### src/rtl/mem_access_unit_pkg.sv
// Shared definitions for the 32-bit to 16-bit memory access unit:
// FSM encoding, halfword stride and halfword address helper.
package mem_access_unit_pkg;

    typedef enum logic [1:0] {
        IDLE = 2'd0,
        LO   = 2'd1,
        HI   = 2'd2,
        DONE = 2'd3
    } state_t;

    localparam logic [31:0] HALF_STRIDE = 32'd2;

    // Byte address of halfword index h inside the 512-byte data memory
    function automatic logic [31:0] half_addr(input logic [7:0] h);
        return {24'h000000, h} * HALF_STRIDE;
    endfunction

endpackage

### src/rtl/mem_access_unit_if.sv
// Pipeline request/response and 16-bit data memory signals of the access unit.
// master = pipeline plus memory side, slave = the access unit itself.
interface mem_access_unit_if;
    import mem_access_unit_pkg::*;

    logic        req_valid;
    logic        req_write;
    logic [31:0] req_addr;
    logic [31:0] req_wdata;
    logic        busy;
    logic        resp_valid;
    logic [31:0] resp_rdata;
    logic        resp_err;
    logic [31:0] mem_addres;
    logic [31:0] mem_wdata;
    logic        mem_w;
    logic        mem_r;
    logic [31:0] mem_rdata;

    modport master (
        output req_valid, req_write, req_addr, req_wdata, mem_rdata,
        input  busy, resp_valid, resp_rdata, resp_err,
        input  mem_addres, mem_wdata, mem_w, mem_r
    );

    modport slave (
        input  req_valid, req_write, req_addr, req_wdata, mem_rdata,
        output busy, resp_valid, resp_rdata, resp_err,
        output mem_addres, mem_wdata, mem_w, mem_r
    );

endinterface

### src/rtl/mem_access_unit.sv
// Splits each 32-bit load/store into two little-endian 16-bit memory accesses
// (low half at H, high half at H+1 mod 256) and returns a one-cycle response.
module mem_access_unit
    import mem_access_unit_pkg::*;
(
    input  logic             clk,
    input  logic             rst,
    mem_access_unit_if.slave bus
);

    state_t      state_r;
    logic        write_r;
    logic        misalign_r;
    logic [7:0]  hidx_r;
    logic [15:0] wdata_hi_r;
    logic [15:0] lo_buf_r;
    logic        busy_r;
    logic        resp_valid_r;
    logic [31:0] resp_rdata_r;
    logic        resp_err_r;
    logic [31:0] mem_addr_r;
    logic [31:0] mem_wdata_r;
    logic        mem_w_r;
    logic        mem_r_r;
    logic        unused_s;

    // Only the halfword index of the address and the low memory lane matter
    assign unused_s = ^{bus.req_addr[31:9], bus.mem_rdata[31:16]};

    // Request sequencer: state, latched request, load buffer and registered outputs
    always_ff @(posedge clk) begin
        if (rst) begin
            state_r      <= IDLE;
            write_r      <= 1'b0;
            misalign_r   <= 1'b0;
            hidx_r       <= 8'h00;
            wdata_hi_r   <= 16'h0000;
            lo_buf_r     <= 16'h0000;
            busy_r       <= 1'b0;
            resp_valid_r <= 1'b0;
            resp_rdata_r <= 32'h0000_0000;
            resp_err_r   <= 1'b0;
            mem_addr_r   <= 32'h0000_0000;
            mem_wdata_r  <= 32'h0000_0000;
            mem_w_r      <= 1'b0;
            mem_r_r      <= 1'b0;
        end else begin
            case (state_r)
                IDLE: begin
                    if (bus.req_valid) begin
                        state_r     <= LO;
                        write_r     <= bus.req_write;
                        misalign_r  <= bus.req_addr[0];
                        hidx_r      <= bus.req_addr[8:1];
                        wdata_hi_r  <= bus.req_wdata[31:16];
                        busy_r      <= 1'b1;
                        mem_addr_r  <= half_addr(bus.req_addr[8:1]);
                        mem_w_r     <= bus.req_write;
                        mem_r_r     <= ~bus.req_write;
                        mem_wdata_r <= bus.req_write ? {16'h0000, bus.req_wdata[15:0]} : 32'h0000_0000;
                    end else begin
                        state_r     <= IDLE;
                        busy_r      <= 1'b0;
                        mem_addr_r  <= 32'h0000_0000;
                        mem_wdata_r <= 32'h0000_0000;
                        mem_w_r     <= 1'b0;
                        mem_r_r     <= 1'b0;
                    end
                    resp_valid_r <= 1'b0;
                    resp_rdata_r <= 32'h0000_0000;
                    resp_err_r   <= 1'b0;
                end
                LO: begin
                    state_r     <= HI;
                    lo_buf_r    <= write_r ? 16'h0000 : bus.mem_rdata[15:0];
                    mem_addr_r  <= half_addr(hidx_r + 8'd1);
                    mem_wdata_r <= write_r ? {16'h0000, wdata_hi_r} : 32'h0000_0000;
                end
                HI: begin
                    // The high half is taken straight off the bus into the response register
                    state_r      <= DONE;
                    mem_addr_r   <= 32'h0000_0000;
                    mem_wdata_r  <= 32'h0000_0000;
                    mem_w_r      <= 1'b0;
                    mem_r_r      <= 1'b0;
                    resp_valid_r <= 1'b1;
                    resp_rdata_r <= write_r ? 32'h0000_0000 : {bus.mem_rdata[15:0], lo_buf_r};
                    resp_err_r   <= misalign_r;
                end
                DONE: begin
                    state_r      <= IDLE;
                    busy_r       <= 1'b0;
                    resp_valid_r <= 1'b0;
                    resp_rdata_r <= 32'h0000_0000;
                    resp_err_r   <= 1'b0;
                end
                default: begin
                    state_r      <= IDLE;
                    busy_r       <= 1'b0;
                    resp_valid_r <= 1'b0;
                    resp_rdata_r <= 32'h0000_0000;
                    resp_err_r   <= 1'b0;
                    mem_addr_r   <= 32'h0000_0000;
                    mem_wdata_r  <= 32'h0000_0000;
                    mem_w_r      <= 1'b0;
                    mem_r_r      <= 1'b0;
                end
            endcase
        end
    end

    assign bus.busy       = busy_r;
    assign bus.resp_valid = resp_valid_r;
    assign bus.resp_rdata = resp_rdata_r;
    assign bus.resp_err   = resp_err_r;
    assign bus.mem_addres = mem_addr_r;
    assign bus.mem_wdata  = mem_wdata_r;
    // Strobes are masked by rst so a reset edge can never complete a write
    assign bus.mem_w      = mem_w_r & ~rst;
    assign bus.mem_r      = mem_r_r & ~rst;

endmodule

### src/flat_wrapper.sv
// flat-port wrapper written by rule: the top's interface ports become plain ports
module mem_access_unit_flat import mem_access_unit_pkg::*;
  (clk, rst, bus_req_valid, bus_req_write, bus_req_addr, bus_req_wdata, bus_mem_rdata, bus_busy, bus_resp_valid, bus_resp_rdata, bus_resp_err, bus_mem_addres, bus_mem_wdata, bus_mem_w, bus_mem_r);
  mem_access_unit_if bus_i ();
  input  logic clk;
  input  logic rst;
  input wire logic [$bits(bus_i.req_valid)-1:0] bus_req_valid;
  input wire logic [$bits(bus_i.req_write)-1:0] bus_req_write;
  input wire logic [$bits(bus_i.req_addr)-1:0] bus_req_addr;
  input wire logic [$bits(bus_i.req_wdata)-1:0] bus_req_wdata;
  input wire logic [$bits(bus_i.mem_rdata)-1:0] bus_mem_rdata;
  output wire logic [$bits(bus_i.busy)-1:0] bus_busy;
  output wire logic [$bits(bus_i.resp_valid)-1:0] bus_resp_valid;
  output wire logic [$bits(bus_i.resp_rdata)-1:0] bus_resp_rdata;
  output wire logic [$bits(bus_i.resp_err)-1:0] bus_resp_err;
  output wire logic [$bits(bus_i.mem_addres)-1:0] bus_mem_addres;
  output wire logic [$bits(bus_i.mem_wdata)-1:0] bus_mem_wdata;
  output wire logic [$bits(bus_i.mem_w)-1:0] bus_mem_w;
  output wire logic [$bits(bus_i.mem_r)-1:0] bus_mem_r;
  assign bus_i.req_valid = bus_req_valid;
  assign bus_i.req_write = bus_req_write;
  assign bus_i.req_addr = bus_req_addr;
  assign bus_i.req_wdata = bus_req_wdata;
  assign bus_i.mem_rdata = bus_mem_rdata;
  assign bus_busy = bus_i.busy;
  assign bus_resp_valid = bus_i.resp_valid;
  assign bus_resp_rdata = bus_i.resp_rdata;
  assign bus_resp_err = bus_i.resp_err;
  assign bus_mem_addres = bus_i.mem_addres;
  assign bus_mem_wdata = bus_i.mem_wdata;
  assign bus_mem_w = bus_i.mem_w;
  assign bus_mem_r = bus_i.mem_r;
  mem_access_unit u_core (.clk(clk), .rst(rst), .bus(bus_i));
endmodule
### config.mk
export PLATFORM = sky130hd
export DESIGN_NAME = mem_access_unit_flat
export DESIGN_NICKNAME = d
export VERILOG_FILES = /design/src/rtl/mem_access_unit_pkg.sv /design/src/rtl/mem_access_unit_if.sv /design/src/rtl/mem_access_unit.sv /design/src/flat_wrapper.sv
export SDC_FILE = /design/constraint.sdc
export NUM_CORES = 1
export LEC_CHECK = 0
export ABC_AREA = 1
export BUFFER_PORTS_ARGS = -buffer_cell sky130_fd_sc_hd__buf_2
export CORE_UTILIZATION = 51
export CTS_CLUSTER_DIAMETER = 30
export DETAILED_ROUTE_END_ITERATION = 10
export PLACE_DENSITY = 0.86
export SLEW_MARGIN = 10
export SYNTH_ARGS = -nofsm -noshare
export SYNTH_HDL_FRONTEND = slang
export SYNTH_SLANG_ARGS = --single-unit
### constraint.sdc
create_clock -name clk -period 3.8 [get_ports clk]
set_clock_uncertainty 0.2 [all_clocks]
set_input_delay 0.19 -clock clk [delete_from_list [all_inputs] [get_ports clk]]
set_output_delay 0.19 -clock clk [all_outputs]
set_load 0.03 [all_outputs]
==> reports/results.tsv <==
metric	value	unit
post-synth cell types	24	
WL/cell	14.0	um
hold crit path type	in -> reg	
top post-synthesis cells by area	dfxtp_1 (47%), nand2_1 (8.6%), a21oi_1 (8.2%)	
reg2reg setup slack	1210	ps
vias in the first global route	4082	
Mapped Area	4480	um^2
WP depth	7	
commonest cells after routing, fill and taps aside	buf_2 (121), dfxtp_1 (105), nand2_1 (103)	
Fin Setup TNS	0	ps
ANT cells	0	
Area growth syn-to-layout	25.8	%
max incr delay on CP	840	ps
io pins	201	
Worst setup SP type	register	
headroom to the max-slew limit	20.3	%
pre-CTS setup slack	1350	ps
die height	95.7	um
Finish-stage setup viols	0	
fillcell total	692	
drt drc	0	
share of the synthesized area in the top cell type	47.0	%
post-synth top area cell	dfxtp_1	
Critical Path, Cell by Cell	inv_1 > ha_1 > nor2_2 > nand3_1 > nand3_1 > o211ai_1 > inv_1	
Bufs on Longest Clock Path	2	
DRT Pass-1 Iters	5	
final cycle utilization of the critical path	68.3	%
CP max FO	25	
CP required	3900	ps
CTS tree	built	
CTS H-tree lvls	3	
Root Buffer	clkbuf_8	
initial antenna violation count	0	
commonest non-fill, non-tap cell in the layout	buf_2	
Synth Area per Inst	7.65	um^2
post-DP HPWL	7020	um
Starting Density	53.7	%
DRT iter0 DRCs	178	
worst reg2reg path startpoint	u_core.state_r[0]$_SDFF_PP0_	
Port Buffers	121	
total power	2420	uW
WL final	11900	um
Reg area	2100	um^2
WHS Path Cells	5	
hold_sp	bus_req_wdata[12]	
worst r2r path cells	7	
largest net degree at the start of global routing	66	
Slew @ Worst Pin	1190	ps
crit path capture type	register	
Crit Path Class	reg -> reg	
core area	8340	um^2
share of cells above drive strength 1	20.0	%
via count	4452	
Bufs and invs on worst path	2	
Hold Vio Cnt, Final	0	
Final min period	2590	ps
CP max stage cell	nor2_2	
Worst-path clk slew	100	ps
flops & latches, synth	105	
VDD IR max	0.280	mV
CP Launch Point	u_core.state_r[0]$_SDFF_PP0_	
setup slack after layout	1210	ps
ANT nets after route	0	
RSZ-0062 raised after global routing	false	
total track usage	26.1	%
Die ar.	9150	um^2
Post-Syn Instances	585	
Clock Latency Late Sink	360	ps
synth warn	0	
via-per-instance ratio	5.27	
Pwr Density	429	nW/um^2
Final Max Slew Viols	0	
Crit path max-delay family	simple AND/OR/NAND/NOR gates	
CTS Buf Count	9	
routability-driven placement congestion ratio	0.865	
first-pass GRT wire length	18400	um
status	complete, no violations	
WP data arrival	2690	ps
total global routing overflow	0	
number of nets in the layout	842	
CTS Sinks	105	
leakage	0.00269	uW
Max Cap Viol	0	
die width	95.7	um
FMAX	0.386	GHz
area of the multi-input gates	1910	um^2
register area share after synthesis	47.0	%
Site Rows	33	
[tightest hold or removal path, stage by stage]
cell	delay, ps
buf_2	90
nand3_1	70
nand3_1	70
o211ai_1	70
inv_1	50
[repair_timing]
| action | in CTS | in global routing |
|---|---|---|
| resized for setup | 0 | 0 |
| hold buffers | 54 | 0 |
| endpoints found under the hold margin | 78 | 0 |
| buffers inserted | 0 | 0 |
| setup endpoints to repair | 0 | 0 |
[synthesized netlist by cell type]
library cell / number
nand2_1: 103
clkbuf_1: 26
buf_1: 1
o21ai_0: 49
buf_4: 40
a22oi_1: 1
a22o_1: 1
nand3_1: 56
conb_1: 1
a21oi_1: 73
ha_1: 7
buf_6: 2
nor2_2: 1
dfxtp_1: 105
buf_2: 8
nor2_8: 1
o31ai_1: 1
inv_2: 4
o21ai_1: 4
nor2_1: 49
inv_1: 33
nor2_4: 2
clkbuf_2: 1
o211ai_1: 16
[path summary, 6_finish.rpt]
path / to
hold / removal: u_core.bus.mem_wdata[12]$_SDFFE_PP0P_
hold reg to reg: u_core.bus.resp_rdata[12]$_SDFFE_PP0P_
setup / recovery: u_core.bus.mem_wdata[9]$_SDFFE_PP0P_
setup reg to reg: u_core.bus.mem_wdata[9]$_SDFFE_PP0P_
[stage by stage]
step                      hold slack (ps)  instances  instance area [um^2]  utilization, %
final                                25.0        845                  5630            67.5
after global routing                 34.7        845                  5630            67.5
after CTS                            4.97        845                  5630            67.5
after detailed placement              246        775                  4910            58.9
after global placement                239        775                  4910            58.9
after floorplan                      73.6        624                  4620               -
[cell type report]
type / count / area share [%]
tap: 105 / 2.33
clock buffer: 9 / 2.20
sequential: 105 / 37.3
multi-input combinational: 404 / 34.0
clock inverter: 7 / 0.956
timing repair buffer: 178 / 20.8
inverter: 37 / 2.47
[cell families after synthesis]
kind of cell | share of synthesized area [%]
and+or+nand+nor | 20.1
other | 0.0838
buffers and inverters | 13.6
adders and majority gates | 1.96
DFF | 47.0
AOI/OAI and AO/OA | 17.3
[per-layer routing]
metal / GRT usage [%] / routed length, um / share of wire (%)
met1: 28.6 / 4510 / 38
met2: 47.1 / 6020 / 51
met3: 6.38 / 983 / 8.3
met4: 12.2 / 347 / 2.9
met5: 0 / 0 / 0
[flip-flops by register name (all words and copies together) (netlist names), 2 cells and up]
signal / cells
u_core.bus.mem_addres: 8
u_core.bus.mem_wdata: 16
u_core.state_r: 2
u_core.bus.resp_rdata: 32
u_core.lo_buf_r: 16
u_core.wdata_hi_r: 16
u_core.hidx_r: 8
[power breakdown]
part,switching [uW],internal (uW),total (uW)
sequential,52.1,1190,1240
combinational,368,170,538
clock,393,243,636
Note: power is estimated with default switching activity, not from simulation.
